## src/rtl/chrisruk_frame_arbiter.sv

```systemverilog
// Round-robin frame arbiter sharing one strip serializer between two requesters.
// One-cycle START pulse, BUSY until ser_done or timeout, then a fixed idle gap.
module chrisruk_frame_arbiter #(
  parameter int GAP_CYCLES = 64,
  parameter int TIMEOUT    = 8191
) (
  input  logic       clk,
  input  logic       reset,
  input  logic [1:0] req,
  input  logic       ser_done,
  output logic       ser_start,
  output logic [1:0] gnt,
  output logic       busy,
  output logic [7:0] frame_cnt,
  output logic       timeout_err
);

  typedef enum logic [1:0] {IDLE, START, BUSY, GAP} state_t;

  localparam logic [12:0] TIMEOUT_C = 13'(TIMEOUT);
  localparam logic [12:0] GAP_END   = 13'(GAP_CYCLES - 1);

  state_t      state;
  logic [12:0] cnt;
  logic        last;
  logic        pick;

  // pick = 1 selects requester 1; on contention the one not served last wins
  always_comb begin
    pick = req[1];
    if (req == 2'b11) pick = ~last;
  end

  assign busy = (state == START) || (state == BUSY);

  always_ff @(posedge clk) begin
    if (reset) begin
      state       <= IDLE;
      gnt         <= 2'b00;
      ser_start   <= 1'b0;
      frame_cnt   <= 8'd0;
      timeout_err <= 1'b0;
      cnt         <= 13'd0;
      last        <= 1'b1;
    end else begin
      case (state)
        IDLE: begin
          if (req != 2'b00) begin
            state     <= START;
            gnt       <= pick ? 2'b10 : 2'b01;
            last      <= pick;
            ser_start <= 1'b1;
          end
        end
        START: begin
          ser_start <= 1'b0;
          state     <= BUSY;
          cnt       <= 13'd1;
        end
        BUSY: begin
          // ser_done wins over a coinciding timeout
          if (ser_done) begin
            state     <= GAP;
            gnt       <= 2'b00;
            frame_cnt <= frame_cnt + 8'd1;
            cnt       <= 13'd0;
          end else if (cnt == TIMEOUT_C) begin
            state       <= GAP;
            gnt         <= 2'b00;
            timeout_err <= 1'b1;
            cnt         <= 13'd0;
          end else begin
            cnt <= cnt + 13'd1;
          end
        end
        GAP: begin
          if (cnt == GAP_END) begin
            state <= IDLE;
            cnt   <= 13'd0;
          end else begin
            cnt <= cnt + 13'd1;
          end
        end
        default: begin
          state     <= IDLE;
          gnt       <= 2'b00;
          ser_start <= 1'b0;
          cnt       <= 13'd0;
        end
      endcase
    end
  end

endmodule
```

## config.mk

```make
export PLATFORM = sky130hd
export DESIGN_NAME = chrisruk_frame_arbiter
export DESIGN_NICKNAME = d
export VERILOG_FILES = /design/src/rtl/chrisruk_frame_arbiter.sv
export SDC_FILE = /design/constraint.sdc
export NUM_CORES = 1
export LEC_CHECK = 0
export ABC_AREA = 1
export CAP_MARGIN = 20
export CORE_MARGIN = 2
export CORE_UTILIZATION = 46
export CTS_BUF_LIST = sky130_fd_sc_hd__clkbuf_2
export CTS_CLUSTER_DIAMETER = 80
export CTS_CLUSTER_SIZE = 20
export DETAILED_ROUTE_END_ITERATION = 8
export DONT_BUFFER_PORTS = 1
export GPL_TIMING_DRIVEN = 0
export HOLD_SLACK_MARGIN = 0.02
export PLACE_DENSITY = 0.61
export SLEW_MARGIN = 20
export SYNTH_ARGS = -nofsm -noshare
export SYNTH_HDL_FRONTEND = slang
export SYNTH_SLANG_ARGS = --single-unit
```

## constraint.sdc

```tcl
create_clock -name clk -period 3.8 [get_ports clk]
set_input_delay 0.95 -clock clk [delete_from_list [all_inputs] [get_ports clk]]
set_output_delay 0.95 -clock clk [all_outputs]
set_load 0.05 [all_outputs]
```

== Yosys cells after proc, flatten, opt, wreduce, memory -nomap -nowiden ==
Cells that the tools add are included.
Storage, ports and cells
  flip-flop bits (word level): 28
  input bits: 5
  output and inout bits: 13
  logic and storage cells: 49
Cells by class
  add/sub/neg operators: 2
  equal/unequal tests: 9
  multiplexer cells: 17
  bitwise operators: 2
  reduce and logical (&&, ||, !) cells: 12
Operators by type and width (count)
  13-bit two-way mux: 3
  13-bit case mux with 3 select lines: 1
  2-bit two-way mux: 8
  13-bit by 1-bit adder with 13-bit output (second input constant): 1
  13-bit == test (second input constant): 1
  13-bit by 6-bit == test with 1-bit output (second input constant): 1
  3-bit AND reduction: 3
  8-bit by 1-bit adder with 8-bit output (second input constant): 1
  2-bit case mux with 4 select lines: 1
  2-bit == test (second input constant): 3
  2-bit AND reduction: 3
  2-bit nonzero test: 3
  2-bit != test (second input constant): 2
  2-bit case mux with 2 select lines: 1
  3-bit by 2-bit != test with 1-bit output (second input constant): 1
  3-bit nonzero test: 1
  2-bit by 1-bit == test with 1-bit output (second input constant): 1
  2-bit zero test: 1
  1-bit two-way mux: 2
  1-bit inverter: 2
  1-bit case mux with 2 select lines: 1
  1-bit logical OR: 1

== Depth between registers and ports, before layout ==
Gate-level depths: netlist (run 1).
  depth in word-level cells: 5
  gate-level depth with buffers: 11
  depth with buffers taken out: 11

== Worst setup path after synthesis (run 1) ==
OpenSTA, ideal clock, no wires.
  path kind: register to output
  start: register state[0]
  end: output port busy
  arrival: 0.991 ns
  data required time: 2.850 ns
  setup slack: 1.859 ns
  cell stages (with the launch flop): 3
  buffers on the path: 0
  cells stage by stage: dfxtp_1 > inv_1 > ha_1
On the way
  cells in the longest elaborated chain, start to end: 2
  elaborated cells between the ends (all ways): 3
  classes of those cells: eq/ne: 2; reduce/logical: 1
RTL lines
  from (decl): line 23  | state_t state;
  from (signal assigned): line 38  | state <= IDLE;
  from (signal assigned): line 49  | state <= START;
  from (signal assigned): line 57  | state <= BUSY;
  2-bit by 1-bit == test with 1-bit output or 2-bit == test (tied branches): line 34  | assign busy = (state == START) || (state == BUSY);
  1-bit logical OR *: line 34
  to (decl): line 13  | output logic busy,
Every way passes the cells marked *; elsewhere a longest branch is shown, timed or not.

== Worst setup path in the final report (run 1) ==
Same ends and word-level chain as after synthesis.

==> impl_metrics.py, run 1 <==
metrics = {
    "timing": {
        "slew_headroom_pct": 60.77,
        "setup_viol": 0,
        "tns_ps": 0,
        "final_hold_viol_count": 0,
        "final.setup_skew_ps": 8.410,
        "tightest_slew_ps": 587.6,
        "period_share_pct": 64.81,
        "rsz0062_at_grt": "false",
        "drv_slew": 0,
        "min_period_ps": 2463,
        "timing.fmax_ghz": 0.4061,
    },
    "worst_hold_path": {
        "hold_path_startpoint": "last$_SDFFE_PP1P_",
        "hold_end": "last$_SDFFE_PP1P_",
        "hold_class": "reg -> reg",
        "worstHoldPathCells": 2,
    },
    "die": {
        "dieArea_mm2": 0.003941,
        "row_count": 21,
        "core_mm2": 0.003337,
        "start_util_pct": 47.62,
        "ios": 18,
        "die_x_um": 62.78,
        "die_height_um": 62.78,
    },
    "cells_and_area": {
        "diodes": 0,
        "fin_cells": 274,
        "area_delta_synth_final_pct": 6.457,
        "finalNetCount": 241,
        "fin_area_mm2": 0.001692,
        "drive_above_1_share_pct": 10.09,
    },
    "placement": {
        "portBuffers": 0,
        "dpl.cell_count": 270,
        "place_congestion": 0.8055,
        "dp.final_hpwl_um": 2412,
        "postPlaceCellArea_mm2": 0.001647,
    },
    "grt": {
        "grt_pass1_vias": 1345,
        "antenna_found_initial": 0,
        "grt-ovfl-total": 0,
        "grt_pass1_wl_um": 5858,
        "grt_max_degree": 17,
        "grt_usage_pct": 18.31,
    },
    "power_and_ir_drop": {
        "power.total_uw": 965.0,
        "cellLeakagePower_nw": 0.6518,
        "vdd_drop_max_uv": 444.7,
        "power.density_mw_per_mm2": 570.5,
    },
    "clock_tree": {
        "cts.path.max_buffers": 2,
        "postCtsSetupBuffers": 0,
        "clk_latency_ps": 380,
        "cts_buffers": 3,
        "cts_htree_levels": 1,
        "root_buffer": "clkbuf_2",
        "cts_tree": "built",
        "clock-sinks": 28,
        "post_cts_resized": 0,
        "cts.reportedPaths.clkPinSlew_ps": 260,
        "cts_hold_buffers": 0,
    },
    "setup_path": {
        "ff2ff_setup_slack_ps": 1940,
        "reg2reg_depth": 8,
        "r2r_end": "cnt[12]$_SDFFE_PP0P_",
        "critical_path_class": "reg -> out",
        "end_kind": "primary output",
        "r2r-start": "state[0]$_SDFFE_PP0P_",
        "worstPathArrival_ps": 1510,
        "required_ps": 2850,
        "cp_max_fo": 4,
        "worst_setup_path_start_kind": "flop",
    },
    "synthesis": {
        "yosysSeqAreaShare_pct": 35.28,
        "synth_cells": 224,
        "synthesis.nets": 236,
        "syn_avg_cell_area_um2": 7.094,
        "syn_area_mm2": 0.001589,
        "ys_types": 29,
        "synth-seq-cells": 28,
        "yosysWarnings": 0,
    },
    "outcome": {
        "status": "completed",
    },
    "drt": {
        "first_pass_iters": 5,
        "drc_errors": 0,
        "drt_iter0_drc": 64,
        "routed_via_density": 4.901,
        "wl_per_cell_um": 11.88,
        "drt-total-wl_um": 3256,
        "num_vias": 1343,
        "ant_nets": 0,
    },
    "job": {
        "cap_violations": 0,
    },
}
[kinds of logic (layout without fill, tap and decap cells)]
group	after synthesis	after routing	share of synthesized area (%)
buffers and inverters	32	36	8.189
xor gates and xnor gates	6	6	3.307
adders and majority gates	7	7	5.512
DFF	28	28	35.28
AOI/OAI and AO/OA	37	37	12.20
and+or+nand+nor	114	114	35.51
[stage by stage]
stage                     hold slack [ps]  utilization, %  setup slack, ps
after floorplan                     428.7               -             1859
after global placement              449.9           49.34             1801
after detailed placement            450.7           49.34             1770
after CTS                           493.9           50.69             1304
after global routing                528.5           50.69             1208
final                               493.7           50.69             1337
[critical path, cell delays in order, from the launching register on]
cell     delay (ps)
dfxtp_1         450
inv_1           100
ha_1            590
[routing by layer]
layer | part of all wire (%) | track usage, % | vias up
li1 | - | - | 728
met1 | 50 | 24.52 | 594
met2 | 45 | 30.38 | 19
met3 | 3.9 | 4.324 | 2
met4 | 0.58 | 3.333 | 0
met5 | 0 | 0 | -
[power by group]
group | total [mW] | internal (mW) | switching (mW)
registers | 0.417 | 0.331 | 0.0852
clock network | 0.184 | 0.0904 | 0.0932
logic | 0.365 | 0.115 | 0.250
total | 0.965 | 0.536 | 0.429
[Yosys cell counts, drive strengths merged]
library cell / number / area [um^2]
o21bai: 1 / 7.510
ha: 7 / 87.58
nand3: 19 / 112.6
nand4: 4 / 25.02
o21ai: 10 / 50.04
or2: 1 / 6.260
clkbuf: 3 / 11.26
buf: 1 / 11.26
nor2: 29 / 126.4
a31oi: 2 / 12.51
nand3b: 3 / 26.27
inv: 28 / 107.6
xnor2: 2 / 17.52
a21oi: 23 / 115.1
dfxtp: 28 / 560.5
nand2: 56 / 247.7
nor3: 2 / 20.02
xor2: 4 / 35.03
a221oi: 1 / 8.760
[flip-flops by register name, summed over array words and instances (netlist names)]
signal,cells
cnt,13
frame_cnt,8
gnt,2
last,1
ser_start,1
state,2
timeout_err,1
[area by class of cell]
| cell class | count | area [um^2] |
|---|---|---|
| Tap cell | 46 | 57.56 |
| Multi-Input combinational cell | 164 | 898.4 |
| Clock buffer | 3 | 15.01 |
| Fill cell | 355 | 1645 |
| Sequential cell | 28 | 560.5 |
| Buffer | 4 | 22.52 |
| Clock inverter | 1 | 30.03 |
| Inverter | 28 | 107.6 |
[cells in the final DEF (no fill, tap or decap)]
master / count
nand3b_2: 1
o21ai_0: 9
nor2_2: 1
nand2_4: 4
ha_1: 7
nand3_1: 17
nand3_2: 1
a221oi_1: 1
nand3_4: 1
nand3b_1: 2
xor2_1: 4
a31oi_1: 2
o21bai_1: 1
buf_6: 1
inv_1: 26
nor2_1: 26
dfxtp_1: 28
a21oi_1: 23
bufinv_16: 1
nand2_1: 49
nand2_2: 3
xnor2_1: 2
nand4_1: 4
or2_2: 1
nor3_2: 2
o21ai_1: 1
clkbuf_2: 3
nor2_4: 2
clkbuf_1: 3
inv_2: 1
inv_4: 1
[worst max path at each step]
stage               slack [ps]                  start                         to
floorplan                 1860  state[0]$_SDFFE_PP0P_                       busy
global placement          1800  state[0]$_SDFFE_PP0P_                       busy
detailed placement        1770               ser_done  frame_cnt[7]$_SDFFE_PP0P_
CTS                       1300  state[0]$_SDFFE_PP0P_                       busy
global route              1210  state[0]$_SDFFE_PP0P_                       busy
finish                    1340  state[0]$_SDFFE_PP0P_                       busy
Power figures use the tool's default switching activity.
==> run 2, diff against run 1 <==
==> constraint.sdc (replaced) <==
create_clock -name clk -period 2.4 [get_ports clk]
set_input_delay 0.6 -clock clk [delete_from_list [all_inputs] [get_ports clk]]
set_output_delay 0.6 -clock clk [all_outputs]
set_load 0.05 [all_outputs]
==> results of run 2 <==
Same layout as run 1 (identical final DEF). Status: completed.
Main changes from that run: setup slack after placement 1770 ps -> 567.6 ps; setup slack after layout 1337 ps -> 287.3 ps; hold slack 493.7 ps -> 351.1 ps; register-to-register setup slack 1940 ps -> 540 ps; total power 0.9650 mW -> 1.528 mW; worst IR drop on VDD 444.7 uV -> 704.1 uV
==> run 3, diff against run 2 <==
--- a/config.mk
+++ b/config.mk
@@ -7,11 +7,11 @@
 export LEC_CHECK = 0
 export ABC_AREA = 1
 export CAP_MARGIN = 20
-export CORE_MARGIN = 2
+export CORE_MARGIN = 1.5
 export CORE_UTILIZATION = 46
 export CTS_BUF_LIST = sky130_fd_sc_hd__clkbuf_2
 export CTS_CLUSTER_DIAMETER = 80
-export CTS_CLUSTER_SIZE = 20
+export CTS_CLUSTER_SIZE = 10
 export DETAILED_ROUTE_END_ITERATION = 8
 export DONT_BUFFER_PORTS = 1
 export GPL_TIMING_DRIVEN = 0
==> constraint.sdc (replaced) <==
create_clock -name clk -period 2.5 [get_ports clk]
set_input_delay 0.625 -clock clk [delete_from_list [all_inputs] [get_ports clk]]
set_output_delay 0.625 -clock clk [all_outputs]
set_load 0.05 [all_outputs]
==> impl_metrics.py, run 3 (synthesized netlist as in run 1, its figures left out) <==
metrics = {
    "setup_path": {
        "reg2reg_depth": 11,
        "startpoint": "state[0]$_SDFFE_PP0P_",
        "r2r-start": "state[0]$_SDFFE_PP0P_",
        "ff2ff_setup_slack_ps": 610,
        "worstPathArrival_ps": 1510,
        "required_ps": 1880,
        "end_kind": "primary output",
        "worst_setup_path_start_kind": "flop",
        "cp_max_fo": 4,
        "critical_path_class": "reg -> out",
        "r2r_end": "frame_cnt[7]$_SDFFE_PP0P_",
    },
    "grt": {
        "grt_use_met2_pct": 30.23,
        "grtUsageMet1_pct": 25.67,
        "grt_max_degree": 16,
        "grt-ovfl-total": 0,
        "antenna_found_initial": 0,
        "grt_busiest_layer": "met2",
        "grt_usage_pct": 18.53,
        "met3_usage_pct": 2.484,
        "grt_pass1_vias": 1238,
        "grt_pass1_wl_um": 5299,
    },
    "cells_and_area": {
        "fin_cells": 274,
        "fin_area_mm2": 0.001665,
        "final_util_pct": 49.91,
        "finalNetCount": 241,
        "final_cell_mix": "nand2_1 (49), dfxtp_1 (28), inv_1 (26), nor2_1 (26), a21oi_1 (23)",
        "area_delta_synth_final_pct": 4.803,
        "regMostFlops": "cnt",
        "top_regs": "cnt x13, frame_cnt x8",
        "final_common_cell": "nand2_1",
        "diodes": 0,
        "largest_reg_flops": 13,
        "drive_above_1_share_pct": 9.649,
    },
    "drt": {
        "num_vias": 1343,
        "routed_via_density": 4.901,
        "first_pass_iters": 4,
        "wl_per_cell_um": 11.53,
        "drt-total-wl_um": 3160,
        "drc_errors": 0,
        "drt_iter0_drc": 39,
        "ant_nets": 0,
    },
    "timing": {
        "slew_headroom_pct": 60.10,
        "tightest_slew_ps": 597.6,
        "rsz0062_at_grt": "false",
        "period_share_pct": 85.28,
        "setup_viol": 0,
        "min_period_ps": 2132,
        "drv_slew": 0,
        "tns_ps": 0,
        "final_hold_viol_count": 0,
        "final.setup_skew_ps": 23.41,
        "timing.fmax_ghz": 0.4690,
    },
    "clock_tree": {
        "cts_hold_buffers": 0,
        "cts.path.max_buffers": 2,
        "cts_htree_levels": 1,
        "clk_latency_ps": 380,
        "cts_buffers": 3,
        "postCtsSetupBuffers": 0,
        "cts.reportedPaths.clkPinSlew_ps": 290,
        "cts_tree": "built",
        "root_buffer": "clkbuf_2",
        "clock-sinks": 28,
        "post_cts_resized": 0,
    },
    "placement": {
        "portBuffers": 0,
        "postPlaceCellArea_mm2": 0.001647,
        "place_congestion": 0.7857,
        "dp.final_hpwl_um": 2355,
        "dpl.cell_count": 270,
    },
    "die": {
        "ios": 18,
        "row_count": 21,
        "die_height_um": 61.78,
        "dieArea_mm2": 0.003816,
        "core_mm2": 0.003337,
        "die_x_um": 61.78,
        "start_util_pct": 47.62,
    },
    "worst_hold_path": {
        "hold_path_startpoint": "req[1]",
        "hold_class": "in -> reg",
        "worstHoldPathCells": 2,
        "hold_end": "last$_SDFFE_PP1P_",
    },
    "outcome": {
        "status": "completed",
    },
    "power_and_ir_drop": {
        "power.total_mw": 1.360,
        "cellLeakagePower_nw": 0.6392,
        "power.density_mw_per_mm2": 816.4,
        "vdd_drop_max_uv": 649.1,
    },
    "job": {
        "cap_violations": 0,
    },
}
run 3: cell types whose count changed in the layout (fill, tap and decap cells not counted), sizes merged:
cell    previous run  this run
bufinv             1         0
clkinv             0         1
run 3: layer usage:
layer	wire (um)	vias to the layer above
met4	36	0
met5	0	-
met3	87	4
met2	1450	16
met1	1585	591
li1	-	732
run 3: where the power goes:
group	leakage [nW]	switching (mW)	internal [mW]
logic	0.398	0.379	0.175
registers	0.227	0.128	0.504
clock network	0.0140	0.140	0.0347
total	0.639	0.647	0.713
run 3: cell type report:
class / instances / area [um^2]
inverter: 28 / 107.6
clock buffer: 3 / 15.01
clock inverter: 1 / 3.754
fill: 350 / 1672
sequential: 28 / 560.5
multi-input combinational: 164 / 898.4
buffer: 4 / 22.52
tap: 46 / 57.56
run 3: how the worst max path moves through the flow:
stage	endpoint	slack, ps	cells past startpoint
floorplan	frame_cnt[6]$_SDFFE_PP0P_	850	8
global placement	cnt[12]$_SDFFE_PP0P_	640	8
detailed placement	frame_cnt[7]$_SDFFE_PP0P_	650	11
CTS	busy	350	2
global route	busy	270	2
finish	busy	370	2
run 3: per-stage QoR:
stage               hold slack (ps)  worst slack (ps)
global placement              449.3             643.8
finish                        368.4             368.0
floorplan                     428.7             854.7
detailed placement            450.0             650.7
CTS                           364.3             350.1
global route                  334.3             265.5
run 3: critical path: stages (launching register included):
cell and delay, ps:
dfxtp_1 450, inv_1 100, ha_1 580
